<file path="config.mk">
export PLATFORM = sky130hd
export DESIGN_NAME = ti_gf4_mul_pipe
export DESIGN_NICKNAME = d
export VERILOG_FILES = /design/src/rtl/ti_gf4_mul_pipe.sv
export SDC_FILE = /design/constraint.sdc
export NUM_CORES = 1
export LEC_CHECK = 0
export ABC_AREA = 1
export BUFFER_PORTS_ARGS = -buffer_cell sky130_fd_sc_hd__buf_4
export CORE_MARGIN = 4
export CORE_UTILIZATION = 60
export DETAILED_ROUTE_END_ITERATION = 16
export HOLD_SLACK_MARGIN = 0.05
export PLACE_DENSITY = 0.84
export SLEW_MARGIN = 20
export SYNTH_ARGS = -nofsm -noshare
export SYNTH_HDL_FRONTEND = slang
export SYNTH_SLANG_ARGS = --single-unit
</file>
<file path="constraint.sdc">
create_clock -name ClkxCI -period 1.8 [get_ports ClkxCI]
set_input_delay 0.27 -clock ClkxCI [delete_from_list [all_inputs] [get_ports ClkxCI]]
set_output_delay 0.27 -clock ClkxCI [all_outputs]
set_load 0.02 [all_outputs]
</file>
<file path="src/rtl/ti_gf4_mul_pipe.sv">
// First-order threshold-implementation GF(2^4) multiplier: four shares per operand,
// N_LANES parallel nibble lanes, two elastic register stages with optional remasking.

module ti_gf4_mul_pipe #(
    parameter int N_LANES = 2,
    parameter int REFRESH = 1
) (
    input  logic                    ClkxCI,
    input  logic                    RstxBI,
    input  logic                    ClrxSI,
    input  logic                    InValidxSI,
    output logic                    InReadyxSO,
    input  logic [4*N_LANES-1:0]    XxDI0,
    input  logic [4*N_LANES-1:0]    XxDI1,
    input  logic [4*N_LANES-1:0]    XxDI2,
    input  logic [4*N_LANES-1:0]    XxDI3,
    input  logic [4*N_LANES-1:0]    YxDI0,
    input  logic [4*N_LANES-1:0]    YxDI1,
    input  logic [4*N_LANES-1:0]    YxDI2,
    input  logic [4*N_LANES-1:0]    YxDI3,
    input  logic [12*N_LANES-1:0]   RandxDI,
    output logic                    OutValidxSO,
    input  logic                    OutReadyxSI,
    output logic [4*N_LANES-1:0]    QxDO0,
    output logic [4*N_LANES-1:0]    QxDO1,
    output logic [4*N_LANES-1:0]    QxDO2,
    output logic [4*N_LANES-1:0]    QxDO3
);
    localparam int W = 4 * N_LANES;

    logic [W-1:0]          xIn      [4];
    logic [W-1:0]          yIn      [4];
    logic [3:0]            opA      [N_LANES][4];
    logic [3:0]            opB      [N_LANES][4];
    logic [3:0]            prodComb [N_LANES][4];
    logic [W-1:0]          mask     [4];
    logic [12*N_LANES-1:0] randGated;
    logic [3:0]            r0, r1, r2;

    logic [W-1:0]          prod_p1  [4];
    logic [W-1:0]          share_p2 [4];
    logic                  vld_p1, vld_p2;
    logic                  load1, load2;

    assign xIn[0] = XxDI0;
    assign xIn[1] = XxDI1;
    assign xIn[2] = XxDI2;
    assign xIn[3] = XxDI3;
    assign yIn[0] = YxDI0;
    assign yIn[1] = YxDI1;
    assign yIn[2] = YxDI2;
    assign yIn[3] = YxDI3;

    // Without refresh the randomness is forced to zero, turning stage 2 into a plain register.
    assign randGated = (REFRESH != 0) ? RandxDI : '0;

    // Each operand pair leaves out at least one share index of X and of Y.
    always_comb begin
        for (int k = 0; k < N_LANES; k++) begin
            opA[k][0] = xIn[2][4*k +: 4] ^ xIn[3][4*k +: 4];
            opB[k][0] = yIn[1][4*k +: 4] ^ yIn[2][4*k +: 4];
            opA[k][1] = xIn[0][4*k +: 4] ^ xIn[2][4*k +: 4];
            opB[k][1] = yIn[0][4*k +: 4] ^ yIn[3][4*k +: 4];
            opA[k][2] = xIn[1][4*k +: 4] ^ xIn[3][4*k +: 4];
            opB[k][2] = yIn[0][4*k +: 4] ^ yIn[3][4*k +: 4];
            opA[k][3] = xIn[0][4*k +: 4] ^ xIn[1][4*k +: 4];
            opB[k][3] = yIn[1][4*k +: 4] ^ yIn[2][4*k +: 4];
        end
    end

    for (genvar k = 0; k < N_LANES; k++) begin : gLane
        for (genvar s = 0; s < 4; s++) begin : gTerm
            gf4_mul uMul (
                .a (opA[k][s]),
                .b (opB[k][s]),
                .q (prodComb[k][s])
            );
        end
    end

    // The fourth mask closes the sum so the refreshed shares still XOR to X*Y.
    always_comb begin
        r0 = '0;
        r1 = '0;
        r2 = '0;
        for (int s = 0; s < 4; s++) mask[s] = '0;
        for (int k = 0; k < N_LANES; k++) begin
            r0 = randGated[12*k +: 4];
            r1 = randGated[12*k + 4 +: 4];
            r2 = randGated[12*k + 8 +: 4];
            mask[0][4*k +: 4] = r0;
            mask[1][4*k +: 4] = r1;
            mask[2][4*k +: 4] = r2;
            mask[3][4*k +: 4] = r0 ^ r1 ^ r2;
        end
    end

    assign load2      = vld_p1 & (~vld_p2 | OutReadyxSI);
    assign InReadyxSO = ~vld_p1 | load2;
    assign load1      = InValidxSI & InReadyxSO;

    always_ff @(posedge ClkxCI or negedge RstxBI) begin
        if (!RstxBI) begin
            vld_p1 <= 1'b0;
            vld_p2 <= 1'b0;
        end else if (ClrxSI) begin
            vld_p1 <= 1'b0;
            vld_p2 <= 1'b0;
        end else begin
            vld_p1 <= load1 | (vld_p1 & ~load2);
            vld_p2 <= load2 | (vld_p2 & ~OutReadyxSI);
        end
    end

    // Stage 1: isolated non-complete product terms
    always_ff @(posedge ClkxCI or negedge RstxBI) begin
        if (!RstxBI) begin
            for (int s = 0; s < 4; s++) prod_p1[s] <= '0;
        end else if (load1) begin
            for (int k = 0; k < N_LANES; k++)
                for (int s = 0; s < 4; s++)
                    prod_p1[s][4*k +: 4] <= prodComb[k][s];
        end
    end

    // Stage 2: output shares, remasked on transfer
    always_ff @(posedge ClkxCI or negedge RstxBI) begin
        if (!RstxBI) begin
            for (int s = 0; s < 4; s++) share_p2[s] <= '0;
        end else if (load2) begin
            for (int s = 0; s < 4; s++) share_p2[s] <= prod_p1[s] ^ mask[s];
        end
    end

    assign OutValidxSO = vld_p2;
    assign QxDO0       = share_p2[0];
    assign QxDO1       = share_p2[1];
    assign QxDO2       = share_p2[2];
    assign QxDO3       = share_p2[3];

endmodule

// GF(2^4) multiplier in polynomial basis, field polynomial x^4 + x + 1.
module gf4_mul (
    input  logic [3:0] a,
    input  logic [3:0] b,
    output logic [3:0] q
);
    logic [6:0] c;

    assign c[0] = a[0] & b[0];
    assign c[1] = (a[0] & b[1]) ^ (a[1] & b[0]);
    assign c[2] = (a[0] & b[2]) ^ (a[1] & b[1]) ^ (a[2] & b[0]);
    assign c[3] = (a[0] & b[3]) ^ (a[1] & b[2]) ^ (a[2] & b[1]) ^ (a[3] & b[0]);
    assign c[4] = (a[1] & b[3]) ^ (a[2] & b[2]) ^ (a[3] & b[1]);
    assign c[5] = (a[2] & b[3]) ^ (a[3] & b[2]);
    assign c[6] = a[3] & b[3];

    // x^4 = x+1, x^5 = x^2+x, x^6 = x^3+x^2
    assign q[0] = c[0] ^ c[4];
    assign q[1] = c[1] ^ c[4] ^ c[5];
    assign q[2] = c[2] ^ c[5] ^ c[6];
    assign q[3] = c[3] ^ c[6];

endmodule

</file>
==> flow_summary.json, run 1 <==
{
  "outcome": "completed",
  "dpl.hpwl_um": 14800,
  "timing.fmax_mhz": 713,
  "postLayoutCoreUtil": 0.742,
  "top_usage_layer": "met2",
  "drtAntennaViolNets": 0,
  "grt.total_usage": 0.285,
  "grtUsageMet2": 0.474,
  "synth_area_leaders": "nand2_1, dfrtp_1, inv_1",
  "synth_top_area_cell": "nand2_1",
  "syn_inst": 1324,
  "cts_sinks": 66,
  "firstDrtPassIters": 9,
  "die_w_um": 116,
  "synth-seq-cells": 66,
  "grt_first_pass_wirelength_um": 31000,
  "io_buffers": 126,
  "clock_latency_ps": 330,
  "die-height_um": 116,
  "synth_nets": 1417,
  "finalCritPeriodShare": 0.780,
  "fin_skew_ps": 5.59,
  "cts_tree": "done",
  "overflow": 0,
  "vias_per_cell": 4.95,
  "worstPathCellList": "nand3_1 -> nand2_1 -> inv_1 -> buf_4 -> nand3_1 -> nand2_1",
  "io_pins": 127,
  "min_period_ps": 1400,
  "ir_drop_v": 0.000804,
  "max_slew_margin": 0.729,
  "fin_cells": 1604,
  "worstMarginPinSlew_ps": 407,
  "critical_path_class": "reg -> reg",
  "slowest_delay_ps": 400,
  "design_area_um2": 8440,
  "core_um2": 11400,
  "synthDistinctLibCells": 21,
  "cts_buffers": 9,
  "use_met1": 0.391,
  "yosysMostFrequentCell": "nand2_1",
  "place.gp.congestion": 0.935,
  "rows": 39,
  "syn-mean-instance-area_um2": 5.25,
  "cts_resized": 0,
  "grt_pass1_vias": 6953,
  "dp_cells": 1587,
  "path_clk_slew_ps": 60,
  "p_leak_nw": 5.47,
  "synth_top_flop_cell": "dfrtp_1",
  "finalHoldViolCount": 0,
  "start_util": 0.611,
  "num_vias": 7946,
  "wl_per_cell_um": 11.8,
  "final_nets": 1549,
  "maxCapViolCount": 0,
  "grt_antenna_before_repair": 0,
  "diodes": 0,
  "grt_max_degree": 65,
  "yosysWarnings": 0,
  "ys_seq_area_frac": 0.238,
  "power.density_nw_per_um2": 814,
  "worstPathRequired_ps": 2070,
  "drive_above_1_share": 0.139,
  "drc_errors": 0,
  "synth_edf_count": 0,
  "setup-tns-final_ps": 0,
  "use_met3": 0.0386,
  "yosysTopAreaCellShare": 0.420,
  "drv_slew": 0,
  "cts_buffer_depth": 2,
  "synth_common_cells": "nand2_1, inv_1, nand3_1, dfrtp_1, nor2_1",
  "htree_levels": 3,
  "root_buffer": "clkbuf_16",
  "holdBufCountCts": 1,
  "rsz0062_at_grt": "no",
  "hold_class": "in -> reg",
  "area_growth_pct": 21.4,
  "post_cts_buffers": 0,
  "die_area_um2": 13400,
  "arrival_ps": 1670,
  "synth_area_um2": 6950,
  "slowest_stage": "dfrtp_1",
  "finalSetupViolCount": 0,
  "dp_slack_ps": 291,
  "cp-start-kind": "flop",
  "worst_slack_ps": 397,
  "wl_um": 18900,
  "critPathMaxFanout": 32,
  "placed_cell_area_um2": 8090,
  "worstSetupEndpointType": "flop",
  "drt-initial-drc-count": 685,
  "synthArstFlopShare": 1.00
}
==> per-layer routing <==
layer	share of wire	wire length [um]
met1	0.45	8550
met2	0.45	8550
met3	0.080	1510
met4	0.015	277
met5	0	0
==> state kept, by name, indices dropped and copies added, names as in the netlist <==
signal,flops
QxDO0,8
vld_p1,1
QxDO3,8
prod_p1,32
QxDO2,8
QxDO1,8
OutValidxSO,1
==> cells in the final DEF (no fill, tap or decap), drive strengths merged <==
master / synthesis / layout
nand2: 804 / 804
inv: 190 / 190
buf: 3 / 132
nand3: 74 / 74
nor2: 72 / 72
dfrtp: 66 / 66
xnor2: 52 / 52
o21ai: 45 / 45
clkbuf: 9 / 9
nand3b: 4 / 4
clkinv: 0 / 4
bufinv: 0 / 3
a21oi: 2 / 2
xor2: 2 / 2
nand4: 1 / 1
dlygate4sd3: 0 / 1
==> path summary, 6_finish.rpt <==
check	start	endpoint	slack [ps]	cells past startpoint
setup / recovery	OutValidxSO$_DFF_PN0_	prod_p1[18]$_DFFE_PN0P_	400	6
hold / removal	ClrxSI	OutValidxSO$_DFF_PN0_	90	2
setup reg to reg	OutValidxSO$_DFF_PN0_	prod_p1[18]$_DFFE_PN0P_	400	6
hold reg to reg	QxDO0[7]$_DFFE_PN0P_	QxDO0[7]$_DFFE_PN0P_	480	2
max in group asynchronous	RstxBI	QxDO2[7]$_DFFE_PN0P_	910	3
min in group asynchronous	RstxBI	OutValidxSO$_DFF_PN0_	390	2
==> critical path, delay by kind of cell (launching register included) <==
family | cells | cell delay, ps
buffers and inverters | 2 | 420
DFF | 1 | 400
and+or+nand+nor | 4 | 510
==> final cells by class <==
type | instances | area, um2
clock buffer | 9 | 225
clock inverter | 7 | 118
fill | 977 | 2930
inverter | 190 | 713
multi-input combinational | 1056 | 4530
sequential | 66 | 1650
tap | 143 | 179
timing repair buffer | 133 | 1030
==> power breakdown <==
part | internal (W) | switching (W)
Combinational | 0.00110 | 0.00166
Sequential | 0.00183 | 0.000259
Clock | 0.00135 | 0.000670
Total | 0.00428 | 0.00259
==> kinds of logic (layout without fill, tap and decap cells) <==
group	Yosys count	in the layout	share of synthesized area
AO/OA/AOI/OAI	47	47	0.0371
flip-flops	66	66	0.238
buffers and inverters	202	339	0.111
XOR/XNOR	54	54	0.0680
AND/OR/NAND/NOR	955	955	0.546
==> through the flow <==
stage	hold slack, ps	total power [W]
3_3_place_gp	187	0.00473
2_1_floorplan	-25.6	0.00383
4_1_cts	85.8	0.00687
3_5_place_dp	190	0.00482
5_1_grt	87.2	0.00734
6_report	91.1	0.00687
Power figures use the tool's default switching activity.
==> run 2, diff against run 1 <==
- CORE_UTILIZATION: 60 -> 58
- PLACE_DENSITY: 0.84 -> 0.82
- clock period: 1.8 -> 1.4 ns (I/O delays scaled with it)
==> run 2 against run 1 <==
Worst setup slack got worse by 340 ps; clock skew grew 3.4 ps; clock power up 9%; combinational power is 30% higher; routed wire length shrank 2.5%; critical endpoint is now prod_p1[15]$_DFFE_PN0P_; largest cell class unchanged.
==> flow_summary.json, run 2 (synthesis results as in run 1) <==
{
  "outcome": "completed",
  "fin_skew_ps": 8.97,
  "cts_tree": "done",
  "cp-start-kind": "flop",
  "critical_path_class": "reg -> reg",
  "place.gp.congestion": 0.903,
  "core_um2": 11600,
  "drive_above_1_share": 0.148,
  "r2r_slack_ps": 60,
  "cts_sinks": 66,
  "rr_startpoint": "OutValidxSO$_DFF_PN0_",
  "htree_levels": 3,
  "min_period_ps": 1340,
  "r2r.worst_path.cells": 6,
  "wl_per_cell_um": 11.4,
  "worstPathCellList": "nand3_2 -> nand2_1 -> inv_1 -> buf_12 -> nand3_1 -> nand2_1",
  "arrival_ps": 1600,
  "finalSetupViolCount": 0,
  "area_growth_pct": 23.1,
  "clock_latency_ps": 330,
  "drt-initial-drc-count": 677,
  "setup-tns-final_ps": 0,
  "wl_um": 18400,
  "critPathMaxFanout": 24,
  "rsz0062_at_grt": "no",
  "start_util": 0.601,
  "p_leak_nw": 5.52,
  "io_pins": 127,
  "placed_cell_area_um2": 8240,
  "die_area_um2": 13800,
  "grt.total_usage": 0.265,
  "finalCritPeriodShare": 0.956,
  "largest_register_ffs": 32,
  "grt_max_degree": 49,
  "die-height_um": 117,
  "hold_slack_ps": 139,
  "drc_errors": 0,
  "num_vias": 8002,
  "max_slew_margin": 0.716,
  "finalHoldViolCount": 0,
  "rows": 39,
  "path_clk_slew_ps": 50,
  "path_delay_family": "simple AND/OR/NAND/NOR gates",
  "diodes": 0,
  "hold_end": "vld_p1$_DFF_PN0_",
  "maxCapViolCount": 0,
  "final_nets": 1566,
  "r2r_end": "prod_p1[15]$_DFFE_PN0P_",
  "cts_buffer_depth": 2,
  "worstMarginPinSlew_ps": 426,
  "drtAntennaViolNets": 0,
  "die_w_um": 117,
  "p_total_w": 0.00847,
  "overflow": 0,
  "cts_buffers": 9,
  "regMostFlops": "prod_p1",
  "timing.fmax_mhz": 747,
  "path_buf_inv": 2,
  "io_buffers": 126,
  "holdPathStages": 3,
  "dpl.hpwl_um": 15100,
  "worstSetupEndpointType": "flop",
  "mostFrequentLayoutCell": "nand2_1",
  "hold_class": "in -> reg",
  "root_buffer": "clkbuf_16",
  "grt_pass1_vias": 7055,
  "cts_resized": 0,
  "nFillCells": 1000,
  "power.density_nw_per_um2": 990,
  "slowest_stage": "dfrtp_1",
  "firstDrtPassIters": 5,
  "vias_per_cell": 4.94,
  "design_area_um2": 8550,
  "grt_first_pass_wirelength_um": 31400,
  "hp-start": "InValidxSI",
  "worstPathRequired_ps": 1660,
  "ir_drop_v": 0.000780,
  "postLayoutCoreUtil": 0.740,
  "drv_slew": 0,
  "grt_antenna_before_repair": 1,
  "slowest_delay_ps": 400,
  "final_cell_mix": "nand2_1, inv_1, buf_4",
  "critical_path.most_common_cell": "nand2_1"
}
## run 2: metrics by stage
step | std cells | setup slack (ps)
2_1_floorplan | 1324 | 48.8
3_3_place_gp | 1603 | -22.5
3_5_place_dp | 1603 | -65.6
4_1_cts | 1620 | 105
5_1_grt | 1620 | 46.0
6_report | 1620 | 61.6
## run 2: how the worst max path moves through the flow
stage	from	end	slack (ps)	depth (start not counted)
2_1_floorplan	OutValidxSO$_DFF_PN0_	prod_p1[0]$_DFFE_PN0P_	50	6
3_3_place_gp	YxDI0[5]	prod_p1[15]$_DFFE_PN0P_	-20	13
3_5_place_dp	YxDI0[5]	prod_p1[15]$_DFFE_PN0P_	-70	13
4_1_cts	vld_p1$_DFF_PN0_	prod_p1[15]$_DFFE_PN0P_	110	6
5_1_grt	OutValidxSO$_DFF_PN0_	prod_p1[23]$_DFFE_PN0P_	50	6
6_report	OutValidxSO$_DFF_PN0_	prod_p1[15]$_DFFE_PN0P_	60	6
## run 2: routing by layer
layer,part of all wire,wire length (um),up-vias,track usage
met4,0.0063,116,2,0.0498
met5,0.00038,7,-,0
met2,0.45,8250,267,0.440
met1,0.46,8480,3486,0.368
li1,-,-,4234,-
met3,0.085,1560,13,0.0457
## run 2: worst min-delay path, cell delays in order
cell     delay, ps
buf_4          110
inv_1           40
a21oi_1         60
## run 2: area by class of cell
type / instances / area [um2] / share of cell area
clock buffer: 11 / 243 / 0.0284
clock inverter: 4 / 52.6 / 0.00614
inverter: 190 / 713 / 0.0834
multi-input combinational: 1056 / 4530 / 0.530
sequential: 66 / 1650 / 0.193
tap: 143 / 179 / 0.0209
timing repair buffer: 150 / 1180 / 0.138
## run 2: repair_timing
item / 4_1_cts / 5_1_grt
endpoints found under the hold margin: 31 / 0
hold buffers: 2 / 0
buffers inserted: 0 / 0
endpoints found under the setup margin: 0 / 0
## run 2: report_power, final
part	internal, W	switching (W)	total (W)
registers	0.00235	0.000320	0.00267
logic	0.00146	0.00213	0.00359
clock network	0.00142	0.000793	0.00221
==> run 3, diff against run 2 <==
- ABC_AREA: 1 -> not set
- CORE_UTILIZATION: 58 -> 55
- GPL_ROUTABILITY_DRIVEN: not set -> 0
- PLACE_DENSITY: 0.82 -> 0.81
- RECOVER_POWER: not set -> 100
==> run 3 against run 2 <==
Clock power fell by 37%; largest cell class unchanged; first-iteration DRC count fell by 78%; sequential power rose by 19%; cell area fell by 16%; worst hold slack improved by 9.2 ps.
==> flow_summary.json, run 3 <==
{
  "outcome": "completed",
  "core_um2": 8850,
  "cp-start-kind": "flop",
  "hold_class": "in -> reg",
  "synth_common_cells": "nor2_1, xnor2_1, dfrtp_1, nand2_1, o21ai_0",
  "drive_above_1_share": 0.366,
  "yosysWarnings": 0,
  "seqPwrFrac": 0.337,
  "final_nets": 832,
  "finalCritPeriodShare": 0.992,
  "slowest_delay_ps": 380,
  "path_clk_slew_ps": 80,
  "netSwitchingPower_w": 0.00346,
  "die_area_um2": 10800,
  "wl_um": 12400,
  "finalHoldViolCount": 0,
  "slowest_stage": "dfrtp_1",
  "synth_area_um2": 5070,
  "io_buffers": 126,
  "path_delay_family": "flip-flops",
  "htree_levels": 3,
  "drc_errors": 0,
  "synth_top_flop_cell": "dfrtp_1",
  "io_pins": 127,
  "vias_per_cell": 5.07,
  "ys_seq_area_frac": 0.326,
  "die_w_um": 104,
  "timing.fmax_mhz": 720,
  "cp.depth": 3,
  "synth_top_area_cell": "dfrtp_1",
  "start_util": 0.573,
  "wl_per_cell_um": 14.5,
  "synthArstFlopShare": 1.00,
  "synth_area_leaders": "dfrtp_1, xnor2_1, xnor3_1",
  "nFillCells": 562,
  "worstPathRequired_ps": 1190,
  "syn_inst": 537,
  "switching_share": 0.368,
  "diodes": 0,
  "critPathMaxFanout": 3,
  "area_growth_pct": 41.6,
  "syn-mean-instance-area_um2": 9.45,
  "clock_latency_ps": 340,
  "rows": 34,
  "r2r.worst_path.cells": 5,
  "design_area_um2": 7180,
  "grt_pass1_vias": 4383,
  "setup.worst_path.end": "InReadyxSO",
  "final_cell_mix": "buf_4, nor2_1, xnor2_1",
  "min_period_ps": 1390,
  "crit_path_start": "OutValidxSO$_DFF_PN0_",
  "setup-tns-final_ps": 0,
  "synthDistinctLibCells": 21,
  "placed_cell_area_um2": 6940,
  "grt_antenna_before_repair": 0,
  "p_leak_nw": 3.45,
  "worstMarginPinSlew_ps": 834,
  "r2r_end": "QxDO0[3]$_DFFE_PN0P_",
  "worstSetupEndpointType": "output pin",
  "p_comb_frac": 0.516,
  "synth_nets": 630,
  "internal_power_w": 0.00595,
  "num_vias": 4323,
  "drv_slew": 0,
  "largest_register_ffs": 32,
  "cts_buffer_depth": 2,
  "mostFrequentLayoutCell": "buf_4",
  "firstDrtPassIters": 5,
  "synth_edf_count": 0,
  "regMostFlops": "prod_p1",
  "drtAntennaViolNets": 0,
  "cts_tree": "done",
  "cts_buffers": 9,
  "grt.total_usage": 0.232,
  "dpl.hpwl_um": 10200,
  "die-height_um": 104,
  "critical_path_class": "reg -> out",
  "rr_startpoint": "OutValidxSO$_DFF_PN0_",
  "grt_max_degree": 54,
  "overflow": 0,
  "maxCapViolCount": 0,
  "grt_first_pass_wirelength_um": 20600,
  "arrival_ps": 1180,
  "power.density_nw_per_um2": 1310,
  "drt-initial-drc-count": 150,
  "path_buf_inv": 1,
  "ir_drop_v": 0.000567,
  "root_buffer": "clkbuf_8",
  "cts_sinks": 66,
  "fin_skew_ps": 11.0,
  "p_clk_frac": 0.147,
  "yosysMostFrequentCell": "nor2_1",
  "synth-seq-cells": 66,
  "r2r_slack_ps": 130,
  "worstPathCellList": "nor2b_4 -> nand2_2 -> buf_4",
  "max_slew_margin": 0.444,
  "yosysTopAreaCellShare": 0.326,
  "finalSetupViolCount": 0
}
-- run 3: changes by cell type in the layout (fill, tap and decap cells not counted), sizes merged, moves of 28 or more --
cell / before / now
nor2: 72 / 123
inv: 190 / 0
nand3: 74 / 2
xnor3: 0 / 28
nand2: 804 / 66
xnor2: 52 / 132
buf: 148 / 201
-- run 3: what timing repair did --
action / in CTS / in global routing
resized for setup: 0 / 5
hold buffers: 2 / 0
endpoints found under the hold margin: 32 / 0
endpoints found under the setup margin: 0 / 32
buffers inserted: 0 / 2
-- run 3: worst min-delay path by stage --
stage / from / end / cells past startpoint
6_report: InValidxSI / vld_p1$_DFF_PN0_ / 3
5_1_grt: InValidxSI / vld_p1$_DFF_PN0_ / 3
4_1_cts: InValidxSI / vld_p1$_DFF_PN0_ / 3
3_5_place_dp: RstxBI / prod_p1[17]$_DFFE_PN0P_ / 1
3_3_place_gp: RstxBI / prod_p1[19]$_DFFE_PN0P_ / 1
2_1_floorplan: RstxBI / OutValidxSO$_DFF_PN0_ / 0
-- run 3: cells by family (layout without fill, tap and decap cells) --
kind of cell           after synthesis  after routing  share of synthesized area
XOR/XNOR                           186            186                      0.438
flip-flops                          66             66                      0.326
AND/OR/NAND/NOR                    199            199                      0.153
buffers and inverters               13            220                    0.00962
AO/OA/AOI/OAI                       73             73                     0.0735
-- run 3: metal layers --
layer	track usage	wire [um]	up-vias
li1	-	-	2136
met5	0	0	-
met2	0.373	5950	145
met1	0.323	5520	2018
met3	0.0385	663	24
met4	0.0731	241	0
-- run 3: tightest hold or removal path, delay by kind of cell --
kind | cells | cell delay, ps
buf+inv | 1 | 100
simple gates | 1 | 90
compound gates | 1 | 40
-- run 3: final cells by class --
cell class / count / area [um2] / share of cell area
Multi-Input combinational cell: 458 / 3640 / 0.507
Sequential cell: 66 / 1650 / 0.230
Tap cell: 108 / 135 / 0.0188
Timing Repair Buffer: 204 / 1580 / 0.221
Clock buffer: 11 / 141 / 0.0197
Clock inverter: 5 / 30.0 / 0.00418
-- run 3: through the flow --
step	utilization	hold slack, ps	worst slack (ps)	instances	total power [W]
after floorplan	-	-85.6	-4.83	537	0.00615
after global placement	0.784	178	-218	832	0.00782
after detailed placement	0.784	180	-277	832	0.00800
after CTS	0.806	123	2.24	850	0.00942
after global routing	0.812	140	-38.4	852	0.0100
final	0.812	149	10.6	852	0.00940
-- run 3: power groups by stage --
stage	Combinational, W	Sequential, W	Clock, W
after detailed placement	0.00479	0.00321	0
after global routing	0.00524	0.00326	0.00151
after global placement	0.00466	0.00316	0
after CTS	0.00484	0.00317	0.00141
after floorplan	0.00266	0.00348	0
final	0.00485	0.00317	0.00139
